==> src/rtl/sram_port_arbiter_pkg.sv <==
// Shared types and default widths for the SRAM port arbiter.
// Contents:
//   RAM_DATA_SIZE   byte-address width of the backing RAM
//   SRAM_DATA_BIT   line width in bits
//   SRAM_ADDR_BIT   line address width
//   SRAM_RD_LAT     SRAM read latency in cycles
//   sram_arb_port_e requester port IDs (IF / MEM)
//   sram_arb_state_e arbiter FSM encodings
package sram_port_arbiter_pkg;

  localparam int unsigned RAM_DATA_SIZE = 21;
  localparam int unsigned SRAM_DATA_BIT = 256;
  localparam int unsigned SRAM_ADDR_BIT = RAM_DATA_SIZE - $clog2(SRAM_DATA_BIT / 8);
  localparam int unsigned SRAM_RD_LAT   = 1;

  typedef enum logic {
    SRAM_ARB_PORT_IF  = 1'b0,
    SRAM_ARB_PORT_MEM = 1'b1
  } sram_arb_port_e;

  typedef enum logic {
    SRAM_ARB_IDLE    = 1'b0,
    SRAM_ARB_RD_WAIT = 1'b1
  } sram_arb_state_e;

endpackage

==> src/rtl/sram_arb_pick.sv <==
// Combinational winner selection between the IF and MEM requesters.
// Build option: define SRAM_ARB_RR_EN for round-robin on ties; default is
// fixed priority MEM > IF.
// Ports:
//   if_req_i, mem_req_i  request lines
//   last_port_i          port granted most recently (round-robin pointer)
//   pick_en_i            selection allowed this cycle
//   if_pick_o, mem_pick_o one-hot (or zero) winner
module sram_arb_pick
  import sram_port_arbiter_pkg::*;
(
  input  logic if_req_i,
  input  logic mem_req_i,
  input  logic last_port_i,
  input  logic pick_en_i,
  output logic if_pick_o,
  output logic mem_pick_o
);

`ifndef SRAM_ARB_RR_EN
  // Pointer only matters for round-robin.
  logic unused_last_port;
  assign unused_last_port = last_port_i;
`endif

  // Winner selection
  always_comb begin
    if_pick_o  = 1'b0;
    mem_pick_o = 1'b0;
    if (pick_en_i) begin
      if (if_req_i && mem_req_i) begin
`ifdef SRAM_ARB_RR_EN
        // Tie goes to the port not granted most recently.
        if (last_port_i == SRAM_ARB_PORT_MEM) begin
          if_pick_o = 1'b1;
        end else begin
          mem_pick_o = 1'b1;
        end
`else
        mem_pick_o = 1'b1;
`endif
      end else if (mem_req_i) begin
        mem_pick_o = 1'b1;
      end else if (if_req_i) begin
        if_pick_o = 1'b1;
      end
    end
  end

endmodule

==> src/rtl/sram_port_arbiter.sv <==
// Shares one line-wide SRAM port between the IF and MEM cache refill paths.
// Writes may issue every cycle; a read blocks further grants until its data
// returns, so at most one read is in flight. Grants and the SRAM command are
// combinational from the winning request; rvalid/rdata are registered.
// Build option: SRAM_ARB_RR_EN selects round-robin arbitration (see sram_arb_pick).
// Ports:
//   clk_sys_i, rst_n_i                      clock, async active-low reset
//   if_req_i/if_wea_i/if_addr_i/if_wdata_i  IF request and payload
//   if_gnt_o/if_rvalid_o/if_rdata_o         IF grant and read response
//   mem_*                                   same for the MEM port
//   sram_ena_o/sram_wea_o/sram_addr_o/sram_wdata_o  SRAM command
//   sram_rdata_i                            SRAM read line, SRAM_RD_LAT after ena
module sram_port_arbiter
  import sram_port_arbiter_pkg::*;
#(
  parameter int unsigned SRAM_DATA_BIT = sram_port_arbiter_pkg::SRAM_DATA_BIT,
  parameter int unsigned SRAM_ADDR_BIT = sram_port_arbiter_pkg::SRAM_ADDR_BIT,
  parameter int unsigned SRAM_RD_LAT   = sram_port_arbiter_pkg::SRAM_RD_LAT
) (
  input  logic                     clk_sys_i,
  input  logic                     rst_n_i,
  input  logic                     if_req_i,
  input  logic                     if_wea_i,
  input  logic [SRAM_ADDR_BIT-1:0] if_addr_i,
  input  logic [SRAM_DATA_BIT-1:0] if_wdata_i,
  output logic                     if_gnt_o,
  output logic                     if_rvalid_o,
  output logic [SRAM_DATA_BIT-1:0] if_rdata_o,
  input  logic                     mem_req_i,
  input  logic                     mem_wea_i,
  input  logic [SRAM_ADDR_BIT-1:0] mem_addr_i,
  input  logic [SRAM_DATA_BIT-1:0] mem_wdata_i,
  output logic                     mem_gnt_o,
  output logic                     mem_rvalid_o,
  output logic [SRAM_DATA_BIT-1:0] mem_rdata_o,
  output logic                     sram_ena_o,
  output logic                     sram_wea_o,
  output logic [SRAM_ADDR_BIT-1:0] sram_addr_o,
  output logic [SRAM_DATA_BIT-1:0] sram_wdata_o,
  input  logic [SRAM_DATA_BIT-1:0] sram_rdata_i
);

  localparam int unsigned CNT_W = $clog2(SRAM_RD_LAT + 1);

  sram_arb_state_e          state_q, state_d;
  logic [CNT_W-1:0]         cnt_q;
  sram_arb_port_e           rd_port_q;
  sram_arb_port_e           last_port_q;
  logic                     if_pick, mem_pick;
  logic                     pick_en;
  logic                     rd_grant;
  logic                     rd_done;
  logic                     if_rvalid_q, mem_rvalid_q;
  logic [SRAM_DATA_BIT-1:0] if_rdata_q, mem_rdata_q;

  assign pick_en  = (state_q == SRAM_ARB_IDLE);
  assign rd_grant = (if_pick & ~if_wea_i) | (mem_pick & ~mem_wea_i);
  // Counter holds SRAM_RD_LAT in the first wait cycle; data is on sram_rdata_i when it reads 1.
  assign rd_done  = (state_q == SRAM_ARB_RD_WAIT) && (cnt_q == CNT_W'(1));

  sram_arb_pick u_pick (
    .if_req_i    (if_req_i),
    .mem_req_i   (mem_req_i),
    .last_port_i (last_port_q),
    .pick_en_i   (pick_en),
    .if_pick_o   (if_pick),
    .mem_pick_o  (mem_pick)
  );

  // State register
  always_ff @(posedge clk_sys_i or negedge rst_n_i) begin
    if (!rst_n_i) begin
      state_q <= SRAM_ARB_IDLE;
    end else begin
      state_q <= state_d;
    end
  end

  // Next-state logic
  always_comb begin
    state_d = state_q;
    case (state_q)
      SRAM_ARB_IDLE:    if (rd_grant) state_d = SRAM_ARB_RD_WAIT;
      SRAM_ARB_RD_WAIT: if (rd_done)  state_d = SRAM_ARB_IDLE;
      default:          state_d = SRAM_ARB_IDLE;
    endcase
  end

  // Grant and SRAM command mux; idle bus drives zeros
  always_comb begin
    if_gnt_o     = if_pick;
    mem_gnt_o    = mem_pick;
    sram_ena_o   = if_pick | mem_pick;
    sram_wea_o   = 1'b0;
    sram_addr_o  = '0;
    sram_wdata_o = '0;
    if (mem_pick) begin
      sram_wea_o   = mem_wea_i;
      sram_addr_o  = mem_addr_i;
      sram_wdata_o = mem_wdata_i;
    end else if (if_pick) begin
      sram_wea_o   = if_wea_i;
      sram_addr_o  = if_addr_i;
      sram_wdata_o = if_wdata_i;
    end
  end

  // Latency counter, read owner and round-robin pointer
  always_ff @(posedge clk_sys_i or negedge rst_n_i) begin
    if (!rst_n_i) begin
      cnt_q       <= '0;
      rd_port_q   <= SRAM_ARB_PORT_IF;
      last_port_q <= SRAM_ARB_PORT_IF;
    end else begin
      if (rd_grant) begin
        cnt_q     <= CNT_W'(SRAM_RD_LAT);
        rd_port_q <= mem_pick ? SRAM_ARB_PORT_MEM : SRAM_ARB_PORT_IF;
      end else if (state_q == SRAM_ARB_RD_WAIT) begin
        cnt_q <= cnt_q - CNT_W'(1);
      end
      if (if_pick || mem_pick) begin
        last_port_q <= mem_pick ? SRAM_ARB_PORT_MEM : SRAM_ARB_PORT_IF;
      end
    end
  end

  // Read response capture; rdata holds until the port's next read completes
  always_ff @(posedge clk_sys_i or negedge rst_n_i) begin
    if (!rst_n_i) begin
      if_rvalid_q  <= 1'b0;
      mem_rvalid_q <= 1'b0;
      if_rdata_q   <= '0;
      mem_rdata_q  <= '0;
    end else begin
      if_rvalid_q  <= rd_done && (rd_port_q == SRAM_ARB_PORT_IF);
      mem_rvalid_q <= rd_done && (rd_port_q == SRAM_ARB_PORT_MEM);
      if (rd_done && (rd_port_q == SRAM_ARB_PORT_IF)) begin
        if_rdata_q <= sram_rdata_i;
      end
      if (rd_done && (rd_port_q == SRAM_ARB_PORT_MEM)) begin
        mem_rdata_q <= sram_rdata_i;
      end
    end
  end

  assign if_rvalid_o  = if_rvalid_q;
  assign mem_rvalid_o = mem_rvalid_q;
  assign if_rdata_o   = if_rdata_q;
  assign mem_rdata_o  = mem_rdata_q;

endmodule
==> config.mk <==
export PLATFORM = sky130hd
export DESIGN_NAME = sram_port_arbiter
export DESIGN_NICKNAME = d
export VERILOG_FILES = /design/src/rtl/sram_port_arbiter_pkg.sv /design/src/rtl/sram_arb_pick.sv /design/src/rtl/sram_port_arbiter.sv
export SDC_FILE = /design/constraint.sdc
export NUM_CORES = 1
export LEC_CHECK = 0
export CAP_MARGIN = 20
export CORE_AREA = 3 3 618 620
export CTS_BUF_LIST = sky130_fd_sc_hd__clkbuf_8
export DETAILED_ROUTE_END_ITERATION = 12
export DIE_AREA = 0 0 621 623
export PLACE_DENSITY = 0.3
export SYNTH_ARGS = -nofsm -noshare
export SYNTH_HDL_FRONTEND = slang
export SYNTH_SLANG_ARGS = --single-unit
==> constraint.sdc <==
create_clock -name clk_sys_i -period 3 [get_ports clk_sys_i]
set_input_delay 0.9 -clock clk_sys_i [delete_from_list [all_inputs] [get_ports clk_sys_i]]
set_output_delay 0.9 -clock clk_sys_i [all_outputs]
set_load 0.005 [all_outputs]
==> impl_metrics.csv <==
group,metric,value,unit
status,status,"finished, violations left",
status,violations,"setup timing",
pwr,p_sw,17200,uW
place,hpwl,230,mm
clocking,cts_max_level,3,
pwr,seqPwrFrac,0.268,
synth,synth-simple-area-share,0.131,
min_path,hold_class,"reg2reg",
synth,yosysWarnings,0,
critical_path,critPathCaptureType,"output port",
clocking,cts.clk_slew.worst_paths,0.06,ns
synth,ys_ff_latch,517,
timing,setup_violations,245,
synth,synth_cells,2044,
finish,fill_cells,42491,
global_routing,grt.overflow.total,0,
pwr,power.leakage,0.0202,uW
timing,fin_ws,-0.411,ns
timing,finalCriticalPeriod,3.41,ns
clocking,cts_tree,"built",
timing,grt_setup_unrepaired,"yes",
place,placed_area,48900,um^2
clocking,clock-sinks,517,
finish,design_area,54200,um^2
job,maxCapViolations,0,
drt,wl_met2,143,mm
place,dp.cells,8729,
synth,synth-seq-area-share,0.537,
place,pre_cts_ws,-0.910,ns
pwr,clock_power_share,0.149,
critical_path,startpoint_type,"input pin",
floorplanning,start_util,0.0640,
drt,drc,0,
drt,drtIter0Drc,1231,
clocking,numCtsBuffers,98,
floorplanning,num_rows,225,
synth,synthDistinctLibCells,22,
synth,syn_nets,2850,
pwr,p_sw_frac,0.366,
synth,synthMuxAreaShare,0.239,
drt,viasPerCell,2.87,
pwr,powerDensity,869,nW/um^2
drt,ant_nets,0,
timing,worst_pin_slew,0.817,ns
floorplanning,pin_count,1596,
drt,routed_wl,267,mm
floorplanning,dieHeight,623,um
timing,relSlewSlack,0.455,
global_routing,grt_pass1_wl,327,mm
finish,mostFrequentLayoutCell,"clkdlybuf4s50_1",
critical_path,required,2.10,ns
drt,routedWlPerCell,29.6,um
drt,routed-wl-met3,24.6,mm
finish,drive_above_1_share,0.374,
synth,syn_avg_cell_area,11.8,um^2
clocking,clk_latency,0.79,ns
finish,area_delta_synth_final,125,%
synth,synth_top_area_share,0.537,
pwr,total_power,47100,uW
floorplanning,dieArea,387000,um^2
timing,skew,0.0218,ns
synth,synth_adder_area_share,0,
global_routing,antenna_found_initial,138,
floorplanning,dieWidth,621,um
critical_path,crit_fanout,24,
pwr,comb_power_share,0.583,
synth,synthesis.area,24100,um^2
synth,synth_xor_xnor_area_share,0,
pwr,internal-power,29900,uW
global_routing,grt_usage,0.131,
finish,most-common-layout-cells,"clkdlybuf4s50_1, dfrtp_1, mux2_2, nand3b_1, nand2_1",
drt,vias,25831,
floorplanning,fp.coreArea,376000,um^2
synth,synth_area_leader_cell,"dfrtp_1",
timing,min_period_over_period,1.14,
synth,synth_area_leaders,"dfrtp_1, mux2_2, nand3b_1",
drt,wl_met1,90.2,mm
timing,hold_viol,0,
timing,final_max_slew_viol_count,0,
pwr,irDropWorstVdd,323,uV
drt,dr.pass1.iters,5,
timing,fmax,0.293,GHz
critical_path,critPathArrivalTime,2.51,ns
global_routing,grt_pass1_vias,26759,
synth,synth_top_family_by_area,"multiplexers",
timing,finalSetupTns,-43.77,ns
place,io_buffers,1595,
clocking,cts_max_path_buffers,3,
finish,nets,4721,
place,place.gp.congestion,0.933,
global_routing,grt_max_degree,75,
synth,synth_compound_area_frac,0.0579,
clocking,cts_root_buf,"clkbuf_8",
finish,layout.cells.non_filler,9000,
drt,highest_layer,"met5",
critical_path,crit_type,"in2out",
[power groups by stage]
stage	combinational, uW	clock (uW)	sequential (uW)
2_1_floorplan	6410	0	12700
3_3_place_gp	24600	0	12600
3_5_place_dp	24500	0	12800
4_1_cts	26200	7540	12700
5_1_grt	28800	7770	13100
6_report	27500	7010	12600
[cells in the mapped netlist (all sizes together)]
master / number
dfrtp: 517
mux2: 512
nand3b: 274
a21oi: 273
nand2: 273
buf: 99
clkbuf: 79
inv: 3
nor2: 3
a31oi: 2
or3b: 2
a22o: 1
and2: 1
nand2b: 1
nand3: 1
nor2b: 1
nor3b: 1
o21bai: 1
[state kept, by name, summed over array words and instances (netlist names)]
register,flops
cnt_q,1
if_rdata_o,256
if_rvalid_o,1
mem_rdata_o,256
mem_rvalid_o,1
rd_port_q,1
state_q,1
[repair_timing]
item	4_1_cts	5_1_grt
hold buffers	1	0
hold endpoints to repair	17	0
resized for setup	485	647
cloned	9	20
setup endpoints to repair	282	276
pin swaps	0	0
setup buffers	21	55
[per-layer routing]
metal,vias up,GRT usage
met2,1235,0.252
met4,68,0.0284
met5,-,0
li1,10968,-
met1,13128,0.130
met3,432,0.0538
[final cells by class]
class	count	area, um^2	share of cell area
Clock inverter	49	280	0.00517
Tap cell	4994	6250	0.115
Inverter	3	11.3	0.000208
Timing Repair Buffer	1949	20800	0.384
Clock buffer	118	1620	0.0300
Multi-Input combinational cell	1346	12200	0.226
Antenna cell	24	60.1	0.00111
Sequential cell	517	12900	0.239
[per-stage QoR]
| stage | utilization | hold slack, ns |
|---|---|---|
| finish | 0.144 | 0.493 |
| global route | 0.144 | 0.509 |
| CTS | 0.139 | 0.497 |
| detailed placement | 0.130 | 0.483 |
| global placement | 0.130 | 0.474 |
| floorplan | - | 0.483 |
[worst max-delay path, cell delays in order]
cell,delay (ns)
buf_16,0.17
buf_12,0.20
nand3b_1,0.21
a21oi_4,0.31
buf_4,0.17
clkdlybuf4s50_1,0.49
[worst paths after layout]
path | start | endpoint | slack, ns | depth (start not counted)
setup / recovery | mem_req_i | sram_wea_o | -0.41 | 6
hold / removal | mem_rdata_o[229]$_DFFE_PN0P_ | mem_rdata_o[229]$_DFFE_PN0P_ | 0.49 | 1
setup reg to reg | state_q$_DFF_PN0_ | mem_rdata_o[243]$_DFFE_PN0P_ | 0.67 | 5
hold reg to reg | mem_rdata_o[229]$_DFFE_PN0P_ | mem_rdata_o[229]$_DFFE_PN0P_ | 0.49 | 1
max in group asynchronous | rst_n_i | if_rdata_o[88]$_DFFE_PN0P_ | 1.39 | 3
min in group asynchronous | rst_n_i | mem_rdata_o[164]$_DFFE_PN0P_ | 0.66 | 2
[kinds of logic after synthesis]
logic type / count (synthesis)
compound gates: 277
buf+inv: 181
simple gates: 557
mux: 512
flops: 517
Power figures use the tool's default switching activity.
